`src/rtl/equ_lock_detect.sv`:
```
// equ_lock_detect
//   Qualifies a stream of per-sample equality results (z from the 2-bit
//   equality checker) into a stable lock indication. A hysteresis FSM needs
//   LOCK_CNT consecutive valid matches to acquire lock and LOSE_CNT
//   consecutive valid mismatches to drop it. A saturating counter also
//   tracks every valid mismatch, for status readback.
//
//   Optional feature: define EQU_LOCK_STATS_EN to add lock_cnt, a saturating
//   count of lock acquisitions.
//
// Ports
//   clk         in   system clock, rising edge
//   rst         in   asynchronous active-high reset
//   z           in   equality result (1 = match)
//   z_valid     in   z is sampled only when high
//   clr         in   synchronous clear of FSM and counters
//   locked      out  high in LOCKED or HOLD
//   lock_pulse  out  one-cycle pulse on lock acquisition
//   lose_pulse  out  one-cycle pulse on lock loss
//   state       out  SEARCH=00, CONFIRM=01, LOCKED=10, HOLD=11
//   err_cnt     out  saturating count of valid mismatches
//   lock_cnt    out  (EQU_LOCK_STATS_EN only) saturating lock count
module equ_lock_detect #(
    parameter int LOCK_CNT = 4,
    parameter int LOSE_CNT = 2,
    parameter int CW       = 8
) (
    input  logic          clk,
    input  logic          rst,
    input  logic          z,
    input  logic          z_valid,
    input  logic          clr,
    output logic          locked,
    output logic          lock_pulse,
    output logic          lose_pulse,
    output logic [1:0]    state,
    output logic [CW-1:0] err_cnt
`ifdef EQU_LOCK_STATS_EN
    ,
    output logic [CW-1:0] lock_cnt
`endif
);

    typedef enum logic [1:0] {
        SEARCH  = 2'b00,
        CONFIRM = 2'b01,
        LOCKED  = 2'b10,
        HOLD    = 2'b11
    } state_t;

    // Targets compared against a 9-bit incremented counter so the +1 never
    // truncates, whatever value the 8-bit counter holds.
    localparam logic [8:0] LOCK_TGT = 9'(LOCK_CNT);
    localparam logic [8:0] LOSE_TGT = 9'(LOSE_CNT);

    state_t        state_q, state_d;
    logic [7:0]    run_q, run_d;
    logic [7:0]    miss_q, miss_d;
    logic [CW-1:0] err_q, err_d;
    logic          lock_pulse_q, lock_pulse_d;
    logic          lose_pulse_q, lose_pulse_d;
    logic [8:0]    run_nxt, miss_nxt;

    assign run_nxt  = {1'b0, run_q} + 9'd1;
    assign miss_nxt = {1'b0, miss_q} + 9'd1;

    always_comb begin
        state_d      = state_q;
        run_d        = run_q;
        miss_d       = miss_q;
        err_d        = err_q;
        lock_pulse_d = 1'b0;
        lose_pulse_d = 1'b0;
        if (clr) begin
            state_d = SEARCH;
            run_d   = '0;
            miss_d  = '0;
            err_d   = '0;
        end else if (z_valid) begin
            if (!z && (err_q != '1))
                err_d = err_q + CW'(1);
            case (state_q)
                SEARCH: begin
                    if (z) begin
                        run_d = 8'd1;
                        if (LOCK_CNT == 1) begin
                            state_d      = LOCKED;
                            lock_pulse_d = 1'b1;
                        end else begin
                            state_d = CONFIRM;
                        end
                    end
                end
                CONFIRM: begin
                    if (z) begin
                        if (run_nxt == LOCK_TGT) begin
                            state_d      = LOCKED;
                            lock_pulse_d = 1'b1;
                            run_d        = '0;
                        end else begin
                            run_d = run_nxt[7:0];
                        end
                    end else begin
                        run_d   = '0;
                        state_d = SEARCH;
                    end
                end
                LOCKED: begin
                    if (!z) begin
                        miss_d = 8'd1;
                        if (LOSE_CNT == 1) begin
                            state_d      = SEARCH;
                            lose_pulse_d = 1'b1;
                        end else begin
                            state_d = HOLD;
                        end
                    end
                end
                HOLD: begin
                    if (z) begin
                        miss_d  = '0;
                        state_d = LOCKED;
                    end else if (miss_nxt == LOSE_TGT) begin
                        state_d      = SEARCH;
                        lose_pulse_d = 1'b1;
                        miss_d       = '0;
                    end else begin
                        miss_d = miss_nxt[7:0];
                    end
                end
                default: state_d = SEARCH;
            endcase
        end
    end

    always_ff @(posedge clk or posedge rst) begin
        if (rst) begin
            state_q      <= SEARCH;
            run_q        <= '0;
            miss_q       <= '0;
            err_q        <= '0;
            lock_pulse_q <= 1'b0;
            lose_pulse_q <= 1'b0;
        end else begin
            state_q      <= state_d;
            run_q        <= run_d;
            miss_q       <= miss_d;
            err_q        <= err_d;
            lock_pulse_q <= lock_pulse_d;
            lose_pulse_q <= lose_pulse_d;
        end
    end

    // LOCKED and HOLD share the MSB, so locked comes straight off a flop.
    assign locked     = state_q[1];
    assign lock_pulse = lock_pulse_q;
    assign lose_pulse = lose_pulse_q;
    assign state      = state_q;
    assign err_cnt    = err_q;

`ifdef EQU_LOCK_STATS_EN
    logic [CW-1:0] lock_cnt_q, lock_cnt_d;

    always_comb begin
        lock_cnt_d = lock_cnt_q;
        if (clr)
            lock_cnt_d = '0;
        else if (lock_pulse_d && (lock_cnt_q != '1))
            lock_cnt_d = lock_cnt_q + CW'(1);
    end

    always_ff @(posedge clk or posedge rst) begin
        if (rst) lock_cnt_q <= '0;
        else     lock_cnt_q <= lock_cnt_d;
    end

    assign lock_cnt = lock_cnt_q;
`endif

endmodule

```
`config.mk`:
```
export PLATFORM = sky130hd
export DESIGN_NAME = equ_lock_detect
export DESIGN_NICKNAME = d
export VERILOG_FILES = /design/src/rtl/equ_lock_detect.sv
export SDC_FILE = /design/constraint.sdc
export NUM_CORES = 1
export LEC_CHECK = 0
export BUFFER_PORTS_ARGS = -buffer_cell sky130_fd_sc_hd__buf_2
export CAP_MARGIN = 20
export CORE_MARGIN = 8
export CORE_UTILIZATION = 40
export CTS_BUF_LIST = sky130_fd_sc_hd__clkbuf_4
export DETAILED_ROUTE_END_ITERATION = 8
export PLACE_DENSITY = 0.69
export SYNTH_ARGS = -nofsm -noshare
export SYNTH_HDL_FRONTEND = slang
export SYNTH_SLANG_ARGS = --single-unit
```
`constraint.sdc`:
```
create_clock -name clk -period 2.7 [get_ports clk]
set_clock_uncertainty 0.1 [all_clocks]
set_input_delay 0.27 -clock clk [delete_from_list [all_inputs] [get_ports clk]]
set_output_delay 0.27 -clock clk [all_outputs]
set_load 0.005 [all_outputs]
```
# ---- Word-level counts from Yosys, hierarchy flattened
# Cells that the tools add are included.
dict set report totals {
  register_bits 28
  in_bits 5
  output_inout_bits 13
  elab_cells 64
}
dict set report op_classes {
  addsub 3
  eq_ne 10
  muxes 34
  reduce_logical 11
}
# cell n
set op_table {}
lappend op_table {{two-way mux 8 bit} 13}
lappend op_table {{one-hot mux 8 bit (2 select lines)} 2}
lappend op_table {{adder 8 x 1 -> 9 bit, second input constant} 2}
lappend op_table {{two-way mux 2 bit} 8}
lappend op_table {{two-way mux 1 bit} 10}
lappend op_table {{equality test 9 x 2 -> 1 bit, second input constant} 1}
lappend op_table {{equality test 9 x 3 -> 1 bit, second input constant} 1}
lappend op_table {{adder 8 x 1 -> 8 bit, second input constant} 1}
lappend op_table {{inequality test 4 bit, second input constant} 2}
lappend op_table {{inequality test 8 bit, second input constant} 1}
lappend op_table {{one-hot mux 2 bit (4 select lines)} 1}
lappend op_table {{inequality test 3 bit, second input constant} 2}
lappend op_table {{AND reduction 3 bit} 2}
lappend op_table {{nonzero test 3 bit} 2}
lappend op_table {{AND reduction 5 bit} 1}
lappend op_table {{equality test 2 bit, second input constant} 2}
lappend op_table {{nonzero test 2 bit} 2}
lappend op_table {{equality test 2 x 1 -> 1 bit, second input constant} 1}
lappend op_table {{zero test 2 bit} 1}
lappend op_table {{AND reduction 2 bit} 1}
lappend op_table {{logical AND 1 bit} 1}
lappend op_table {{zero test 1 bit} 1}

# ---- Longest topological paths before layout
# Gate-level depths: netlist (run 1).
dict set report logic_depth {
  word_depth 7
  ltp_mapped 7
  ltp_nobuf 7
}

# ---- Worst setup path before layout (run 1)
# OpenSTA, ideal clock, no wires.
dict set report synth_timing {
  kind {flip-flop to flip-flop}
  startpoint {reg miss_q[0]}
  endpoint {reg state_q[1] (netlist: state[1])}
  setup_ns 0.121
  t_arrival_ns 1.872
  required_time_ns 2.479
  slack_ns 0.607
  stages_incl_launch_ff 7
  path_buffers 0
  synth_period_minus_slack_ns 2.093
  cell_sequence {dfrtp_1 ha_1 nand3_2 or4b_4 o311a_1 a211o_1 a22o_1}
}
dict set report synth_via {
  elab_chain_cells 4
}
# element line_no
set synth_rtl {}
lappend synth_rtl {{from (decl)} 58} ;# logic [7:0] miss_q, miss_d;
lappend synth_rtl {{from (signal assigned)} 147} ;# miss_q <= miss_d;
lappend synth_rtl {{adder 8 x 1 -> 9 bit} 65} ;# assign miss_nxt = {1'b0, miss_q} + 9'd1;
lappend synth_rtl {{equality test 9 x 2 -> 1 bit} 123} ;# end else if (miss_nxt == LOSE_TGT) begin
lappend synth_rtl {{inequality test 4 bit (no source line)} --}
lappend synth_rtl {{AND reduction 5 bit (no source line)} --}
lappend synth_rtl {{to (signal assigned)} 145} ;# state_q <= state_d;
lappend synth_rtl {{to (decl)} 56} ;# state_t state_q, state_d;
# Every way passes these cells.
# A chain may end at the register's enable or synchronous reset.

# ---- Worst setup path in the final report (run 1)
dict set report layout_timing {
  startpoint {reg miss_q[0]}
  endpoint {reg miss_q[7]}
}
dict set report layout_via {
  elab_chain_cells 7
}
# element line_no
set layout_rtl {}
lappend layout_rtl {{adder 8 x 1 -> 9 bit *} 65}
lappend layout_rtl {{equality test 9 x 2 -> 1 bit} 123}
lappend layout_rtl {{two-way mux 8 bit *} 123}
lappend layout_rtl {{two-way mux 8 bit *} 120} ;# if (z) begin
lappend layout_rtl {{one-hot mux 8 bit (2 select lines) *} 82} ;# case (state_q)
lappend layout_rtl {{two-way mux 8 bit *} 79} ;# end else if (z_valid) begin
lappend layout_rtl {{two-way mux 8 bit *} 74} ;# if (clr) begin
# Every way passes the cells marked *; elsewhere a longest branch is shown, timed or not. The select of a mux whose other input is x is not followed.

==> results of run 1 <==
## per-layer routing
| metal | GRT usage | vias to the layer above | share of wire |
|---|---|---|---|
| met3 | 0.0177 | 4 | 0.029 |
| met1 | 0.153 | 683 | 0.50 |
| met2 | 0.190 | 24 | 0.45 |
| li1 | - | 734 | - |
| met5 | 0 | - | 0 |
| met4 | 0.0482 | 0 | 0.014 |
## registers in the layout, summed over array words and instances (netlist names)
name,cells
err_cnt,8
miss_q,8
run_q,8
state,2
lock_pulse,1
lose_pulse,1
## worst max-delay path, delay by kind of cell (launching register included)
family                   cells  cell delay, ns
AND/OR/NAND/NOR              2            0.71
AO/OA/AOI/OAI                3            0.63
flip-flops                   1            0.46
adder cells (fa/ha/maj)      1            0.28
## final cells by class
class / instances / area, µm²
flip-flops and latches: 28 / 701
multi-input cells: 146 / 910
well taps: 50 / 62.6
inverters: 11 / 41.3
clock inverters: 1 / 3.75
repair buffers: 21 / 118
clock buffers: 3 / 22.5
fillers: 412 / 2170
## power by group
| group | switching [W] | leakage, nW | internal, W |
|---|---|---|---|
| Combinational | 0.0000755 | 0.427 | 0.0000511 |
| Sequential | 0.0000237 | 0.384 | 0.000434 |
| Clock | 0.000130 | 0.0154 | 0.0000545 |
## timing repair
action	in CTS	in global routing
hold buffers	1	0
endpoints found under the hold margin	28	0
resized for setup	0	0
## layout by cell type (no fill, tap or decap), types with 4 or more instances in the layout
| cell type | count |
|---|---|
| nand3_1 | 10 |
| xor2_1 | 6 |
| o21ai_0 | 14 |
| a21oi_1 | 6 |
| and3_1 | 7 |
| nand2b_1 | 8 |
| o31ai_1 | 4 |
| o2111ai_1 | 4 |
| ha_1 | 5 |
| inv_1 | 11 |
| nor2_1 | 19 |
| nor3_1 | 8 |
| nand2_1 | 19 |
| dfrtp_1 | 28 |
| buf_2 | 17 |
## kinds of logic (layout without fill, tap and decap cells)
group,count (synthesis),in the layout,synth area share
fa+ha+maj,5,5,0.0372
compound gates,44,44,0.174
buf+inv,18,36,0.0431
simple gates,85,85,0.263
flops,28,28,0.416
xor+xnor,8,8,0.0416
mux,4,4,0.0245
## metrics by stage
step                      utilization  hold WS, ns  instance area, µm²
after detailed placement        0.452        0.261                1820
after floorplan                     -        0.235                1680
after global routing            0.461        0.195                1860
after global placement          0.452        0.256                1820
final                           0.461        0.200                1860
after CTS                       0.461        0.180                1860
## final timing paths
path	end	slack (ns)	cells after the start
min in group asynchronous	err_cnt[3]	0.42	4
max in group asynchronous	miss_q[3]	1.82	4
min reg2reg	run_q[1]	0.46	2
max reg2reg	miss_q[7]	0.41	6
min	lock_pulse	0.20	3
max	miss_q[7]	0.41	6
==> flow_summary.yaml, run 1 <==
run_status:
  status: "finished clean"
logic_synthesis:
  synth_edf_count: 0
  synth-async-reset-ratio: 1.00
  ys_seq_area_frac: 0.416
  synth_cell_type_count: 43
  yosysWarnings: 0
  synth_top_area_frac: 0.416
  synth_common_cells: "dfrtp_1, nand2_1, nor2_1"
  synth_seq_cells: 28
  syn_nets: 202
  synthTopCellsByArea: "dfrtp_1, nand2_1, nor2_1, o21ai_0, ha_1"
  synth_area_leader_cell: "dfrtp_1"
  netlist_area_mm2: 0.00168
  synth_ff_type: "dfrtp_1"
  synth_most_common_cell: "dfrtp_1"
  syn_inst: 192
  syn_area_per_cell_um2: 8.76
layout:
  final_cells: 260
  num_antenna_cells: 0
  nets: 221
  syn_to_final_growth_pct: 10.4
  drive_gt1_frac: 0.143
route:
  first_iter_violations: 118
  vias: 1445
  viasPerCell: 5.56
  wl_per_cell_um: 14.0
  dr.pass1.iters: 4
  wl_mm: 3.65
  final_antenna_net_count: 0
  post-route-drc-count: 0
critical_path:
  regToRegStartpoint: "miss_q[0]"
  critical_path.max_fanout: 6
  worstSetupPathType: "register to register"
  max_stage_delay_ns: 0.55
  cp-end-kind: "register"
  critPathSlowestCell: "or4b_4"
  critPathLaunchType: "register"
  crit_required_ns: 2.82
  cp.arrival_ns: 2.41
  cp_common_cell: "o21ai_0"
  cp_cell_sequence: "ha_1 > nand3_2 > or4b_4 > o31a_2 > o21ai_0 > o21ai_0"
  startpoint: "miss_q[0]"
die:
  die_w_um: 80.9
  ios: 18
  initial_core_util: 0.418
  die_h_um: 80.9
  rows: 23
  dieArea_mm2: 0.00654
  core_area_mm2: 0.00403
sta:
  drv_slew: 0
  worst_pin_slew_ns: 0.609
  max-slew-margin-rel: 0.591
  rsz0062_at_grt: "no"
  worst_slack_ns: 0.412
  fmax_mhz: 437
  fin_crit_sh: 0.848
  final-setup-viol-count: 0
  hold_viol_final: 0
  period_minus_slack_ns: 2.29
  setup_tns_ns: 0
clock_tree:
  clock_tree.root_cell: "clkbuf_4"
  clkTransAtPathRegs_ns: 0.16
  cts_sinks: 28
  cts_setup_buffers: 0
  cts-htree-levels: 1
  tritoncts: "yes"
  clock_path_buffers: 2
  numCtsBuffers: 3
  insertion_delay_ns: 0.34
global_route:
  antenna_found_initial: 0
  grt_max_degree: 29
  grtUsageTotal: 0.117
  grt_pass1_wl_mm: 6.27
  grt_overflow: 0
  grt_pass1_vias: 1399
placed_design:
  dp.cells: 255
  preCtsSetupSlack_ns: 0.431
  dp_hpwl_mm: 2.62
  io_buffers: 17
  gp_congestion: 0.808
power_and_ir_drop:
  ir_worst_vdd_v: 0.000185
  power.total_w: 0.000769
  p_per_area_mw_per_mm2: 414
  p_leak_nw: 0.826
flow_run:
  max_cap_viol_count: 0
hold_path:
  hold_start: "z_valid"
  hp-class: "input pin to register"
Note: power is estimated with default switching activity, not from simulation.
==> run 2, diff against run 1 <==
--- a/config.mk
+++ b/config.mk
@@ -11,7 +11,7 @@
 export CORE_UTILIZATION = 40
 export CTS_BUF_LIST = sky130_fd_sc_hd__clkbuf_4
 export DETAILED_ROUTE_END_ITERATION = 8
-export PLACE_DENSITY = 0.69
+export PLACE_DENSITY = 0.71
 export SYNTH_ARGS = -nofsm -noshare
 export SYNTH_HDL_FRONTEND = slang
 export SYNTH_SLANG_ARGS = --single-unit
==> constraint.sdc (replaced) <==
create_clock -name clk -period 1.95 [get_ports clk]
set_clock_uncertainty 0.1 [all_clocks]
set_input_delay 0.195 -clock clk [delete_from_list [all_inputs] [get_ports clk]]
set_output_delay 0.195 -clock clk [all_outputs]
set_load 0.005 [all_outputs]
==> run 2 against run 1 <==
  * The run now ends with negative setup slack left
  * Hold slack lost 0.15 ns
  * Final cell count is 13% higher
  * Worst setup slack got worse by 0.54 ns
  * Sequential cell count stayed put
  * Clock-buffer cell count did not move
  * Routed wire length rose by 22%
  * Sequential power increased by 38%
  * Design area up 24%
  * Combinational power increased by 130%
  * Critical path depth is 1 higher
  * Via count is 15% higher
  * Largest power group unchanged
==> flow_summary.yaml, run 2 (synthesis gave the netlist of run 1 again) <==
power_and_ir_drop:
  p_per_area_mw_per_mm2: 571
  p_leak_nw: 1.03
  ir_worst_vdd_v: 0.000278
sta:
  worst_pin_slew_ns: 0.369
  period_minus_slack_ns: 2.08
  hold_viol_final: 0
  max-slew-margin-rel: 0.754
  final-setup-viol-count: 3
  drv_slew: 0
  fin_crit_sh: 1.07
  timing.hold.ws_ns: 0.0497
  rsz0062_at_grt: "yes"
  fmax_mhz: 481
  worst_slack_ns: -0.127
global_route:
  grt_pass1_wl_mm: 7.18
  grtUsageTotal: 0.135
  busiest_layer: "met2"
  use_met1: 0.172
  grt_max_degree: 29
  grtUsageMet2: 0.223
  grt_pass1_vias: 1619
  antenna_found_initial: 0
  grt_use_met3: 0.0254
  grt_overflow: 0
die:
  initial_core_util: 0.418
  ios: 18
  die_w_um: 80.9
  core_area_mm2: 0.00403
  dieArea_mm2: 0.00654
  die_h_um: 80.9
  rows: 23
clock_tree:
  tritoncts: "yes"
  numCtsBuffers: 3
  clkTransAtPathRegs_ns: 0.17
  cts_sinks: 28
  clock_tree.root_cell: "clkbuf_4"
  clock_path_buffers: 2
  cts-htree-levels: 1
  insertion_delay_ns: 0.34
route:
  dr.pass1.iters: 5
  final_antenna_net_count: 0
  vias: 1664
  viasPerCell: 5.64
  wl_per_cell_um: 15.1
  wl_mm: 4.45
  post-route-drc-count: 0
  first_iter_violations: 133
placed_design:
  dp_hpwl_mm: 3.01
  dp.cells: 284
  gp_congestion: 0.851
  io_buffers: 17
critical_path:
  critical_path.max_fanout: 4
  cp-end-kind: "register"
  worstSetupPathType: "register to register"
  cp.arrival_ns: 2.24
  critPathLaunchType: "register"
  crit_required_ns: 2.11
layout:
  layout_commonest_cell: "buf_4"
  num_antenna_cells: 0
  nets: 256
  final_cells: 295
  drive_gt1_frac: 0.363
  nFillCells: 355
  syn_to_final_growth_pct: 36.4
  final_cell_mix: "buf_4, dfrtp_1, nor2_1"
hold_path:
  hp-class: "input pin to register"
run_status:
  status: "complete, but fails checks"
  failed_checks: "negative setup slack"
flow_run:
  max_cap_viol_count: 0
==> run 2: changes by cell type in the layout (fill, tap and decap cells not counted), moves of 3 or more <==
cell and delta:
nor3_1 -4, ha_1 -3, o21ai_1 +5, o21ai_0 -6
a21oi_1 -4, a21oi_2 +3, buf_4 +34
==> run 2: path summary, 6_finish.rpt <==
kind,start,slack [ns],cells after the start,end
max,miss_q[1],-0.13,7,state[1]
min,clr,0.05,2,run_q[0]
max reg2reg,miss_q[1],-0.13,7,state[1]
min reg2reg,err_cnt[1],0.45,2,err_cnt[1]
max in group asynchronous,rst,1.10,4,miss_q[0]
min in group asynchronous,rst,0.35,4,err_cnt[2]
==> run 2: what timing repair did <==
action / in CTS / in global routing
setup buffers: 2 / 4
pin swaps: 2 / 7
gates resized for setup: 8 / 24
endpoints found under the setup margin: 11 / 21
hold buffers: 1 / 0
endpoints found under the hold margin: 28 / 0
==> run 2: metrics by stage <==
step	setup WS, ns	setup TNS [ns]	utilization	area (µm²)	power, W
after global routing	-0.187	-0.910	0.570	2290	0.00137
after CTS	-0.123	-0.222	0.539	2170	0.00128
after global placement	-0.107	-0.306	0.513	2070	0.000870
after floorplan	-0.0776	-0.0776	-	1710	0.000767
after detailed placement	-0.157	-0.554	0.513	2070	0.000877
final	-0.127	-0.262	0.570	2290	0.00131
==> run 2: area by class of cell <==
class,instances,area (µm²),area share
inverter,11,41.3,0.0180
tap,50,62.6,0.0273
sequential,28,702,0.306
clock buffer,3,22.5,0.00981
clock inverter,1,30.0,0.0131
timing repair buffer,56,384,0.167
multi-input combinational,146,1050,0.459
==> run 2: layer usage <==
layer  vias to the layer above  part of all wire
met1                       807              0.44
met5                         -                 0
li1                        802                 -
met3                         6             0.055
met4                         0             0.014
met2                        49              0.49
==> run 2: worst max-delay path, cell delays in order (launching register included) <==
cell      delay [ns]
dfrtp_1         0.46
inv_1           0.08
ha_2            0.17
nand3b_1        0.08
or4b_4          0.49
o311a_1         0.14
a211o_1         0.25
a22o_1          0.23
==> run 2: power by group <==
part	leakage (nW)	internal [W]	switching, W
Sequential	0.383	0.000602	0.0000282
Clock	0.0279	0.000208	0.000186
Combinational	0.617	0.000138	0.000147
==> run 3, diff against run 2 <==
--- a/config.mk
+++ b/config.mk
@@ -7,11 +7,14 @@
 export LEC_CHECK = 0
 export BUFFER_PORTS_ARGS = -buffer_cell sky130_fd_sc_hd__buf_2
 export CAP_MARGIN = 20
+export CORE_ASPECT_RATIO = 1.1
 export CORE_MARGIN = 8
 export CORE_UTILIZATION = 40
 export CTS_BUF_LIST = sky130_fd_sc_hd__clkbuf_4
 export DETAILED_ROUTE_END_ITERATION = 8
 export PLACE_DENSITY = 0.71
+export SLEW_MARGIN = 20
 export SYNTH_ARGS = -nofsm -noshare
 export SYNTH_HDL_FRONTEND = slang
 export SYNTH_SLANG_ARGS = --single-unit
+export TNS_END_PERCENT = 50
==> run 3 against run 2 <==
  * Highest routed layer unchanged
  * Combinational power is 8.4% lower
  * Largest power group unchanged
  * The flow still finishes with violations (negative setup slack)
  * Design area is 2.9% lower
  * Critical endpoint unchanged
  * Register-to-register slack hardly changed
  * Worst setup slack worse by 0.010 ns
  * Sequential share of layout area is 0.87 points higher
  * First-iteration DRC count stayed put
==> flow_summary.yaml, run 3 (synthesis gave the netlist of run 1 again) <==
layout:
  syn_to_final_growth_pct: 32.3
  drive_gt1_frac: 0.340
  final_cells: 293
  nets: 253
  layout_commonest_cell: "buf_4"
  final_cell_mix: "buf_4, dfrtp_1, nor2_1"
  num_antenna_cells: 0
placed_design:
  dp_hpwl_mm: 2.99
  io_buffers: 17
  dp.cells: 285
  preCtsSetupSlack_ns: -0.180
  gp_congestion: 0.834
global_route:
  grt_pass1_wl_mm: 7.12
  grt_max_degree: 29
  grt_pass1_vias: 1582
  antenna_found_initial: 0
  grtUsageTotal: 0.129
  grt_overflow: 0
clock_tree:
  insertion_delay_ns: 0.32
  clock_path_buffers: 2
  cts-htree-levels: 1
  clkTransAtPathRegs_ns: 0.15
  tritoncts: "yes"
  clock_tree.root_cell: "clkbuf_4"
  numCtsBuffers: 3
  cts_sinks: 28
power_and_ir_drop:
  p_leak_nw: 1.01
  p_per_area_mw_per_mm2: 508
  ir_worst_vdd_v: 0.000423
  power.total_w: 0.00113
critical_path:
  cp.arrival_ns: 2.21
  cp-end-kind: "register"
  worstSetupPathType: "register to register"
  cp_cell_sequence: "inv_1 > ha_1 > nand3b_1 > or4b_4 > o311a_1 > a211o_1 > a22o_1"
  crit_required_ns: 2.08
  max_stage_delay_ns: 0.50
  critical_path.max_fanout: 3
  critPathSlowestCell: "or4b_4"
  critPathLaunchType: "register"
route:
  viasPerCell: 5.38
  first_iter_violations: 133
  dr.pass1.iters: 4
  vias: 1576
  wl_per_cell_um: 14.2
  wl_mm: 4.16
  post-route-drc-count: 0
  final_antenna_net_count: 0
sta:
  rsz0062_at_grt: "yes"
  fmax_mhz: 479
  setup_tns_ns: -0.361
  worst_slack_ns: -0.138
  worst_pin_slew_ns: 0.514
  period_minus_slack_ns: 2.09
  fin_crit_sh: 1.07
  drv_slew: 0
  hold_viol_final: 0
  max-slew-margin-rel: 0.658
  final-setup-viol-count: 8
hold_path:
  hp-class: "input pin to register"
die:
  initial_core_util: 0.421
  die_h_um: 84.0
  die_w_um: 77.8
  rows: 24
  core_area_mm2: 0.00399
  ios: 18
  dieArea_mm2: 0.00654
flow_run:
  max_cap_viol_count: 0
run_status:
  status: "complete, but fails checks"
  failed_checks: "negative setup slack"
run 3: power by group:
part	leakage [nW]	total, W	internal, W	switching, W
clock	0.0138	0.000241	0.0000724	0.000169
combinational	0.613	0.000262	0.000125	0.000138
sequential	0.384	0.000627	0.000602	0.0000253
total	1.01	0.00113	0.000799	0.000332
run 3: cell type report:
| class | instances | area (µm²) |
|---|---|---|
| Fill cell | 362 | 1770 |
| Multi-Input combinational cell | 146 | 1040 |
| Sequential cell | 28 | 701 |
| Timing Repair Buffer | 53 | 362 |
| Tap cell | 52 | 65.1 |
| Inverter | 11 | 41.3 |
| Clock buffer | 3 | 22.5 |
run 3: final timing paths:
| path | cells past startpoint | end | slack [ns] | start |
|---|---|---|---|---|
| max in group asynchronous | 4 | run_q[0] | 1.10 | rst |
| hold / removal | 3 | lock_pulse | 0.13 | z_valid |
| setup reg to reg | 7 | state[1] | -0.14 | miss_q[1] |
| setup / recovery | 7 | state[1] | -0.14 | miss_q[1] |
| hold reg to reg | 2 | err_cnt[5] | 0.49 | err_cnt[5] |
| min in group asynchronous | 4 | miss_q[2] | 0.36 | rst |
run 3: metal layers:
layer	routed length, µm	share of wire	global-route usage	vias to the layer above
li1	-	-	-	793
met3	109	0.026	0.0237	2
met5	0	0	0	-
met4	33	0.0079	0.0412	0
met2	2040	0.49	0.208	18
met1	1980	0.48	0.167	763
run 3: worst max-delay path, delay by kind of cell, from the launching register on:
family	cells	cell delay (ns)
buffers and inverters	1	0.07
DFF	1	0.45
AOI/OAI and AO/OA	3	0.63
adders and majority gates	1	0.15
and+or+nand+nor	2	0.59
run 3: repair_timing:
item	4_1_cts	5_1_grt
gates resized for setup	5	23
hold buffers	1	0
hold endpoints to repair	28	0
setup endpoints to repair	11	20
pin swaps	1	7
setup buffers	0	4
run 3: per-stage QoR:
step           hold slack, ns  utilization  instance area, µm²
2_1_floorplan           0.160            -                1710
3_3_place_gp            0.181        0.516                2060
3_5_place_dp            0.196        0.516                2060
4_1_cts                 0.113        0.529                2110
5_1_grt                 0.145        0.558                2230
6_report                0.134        0.558                2230
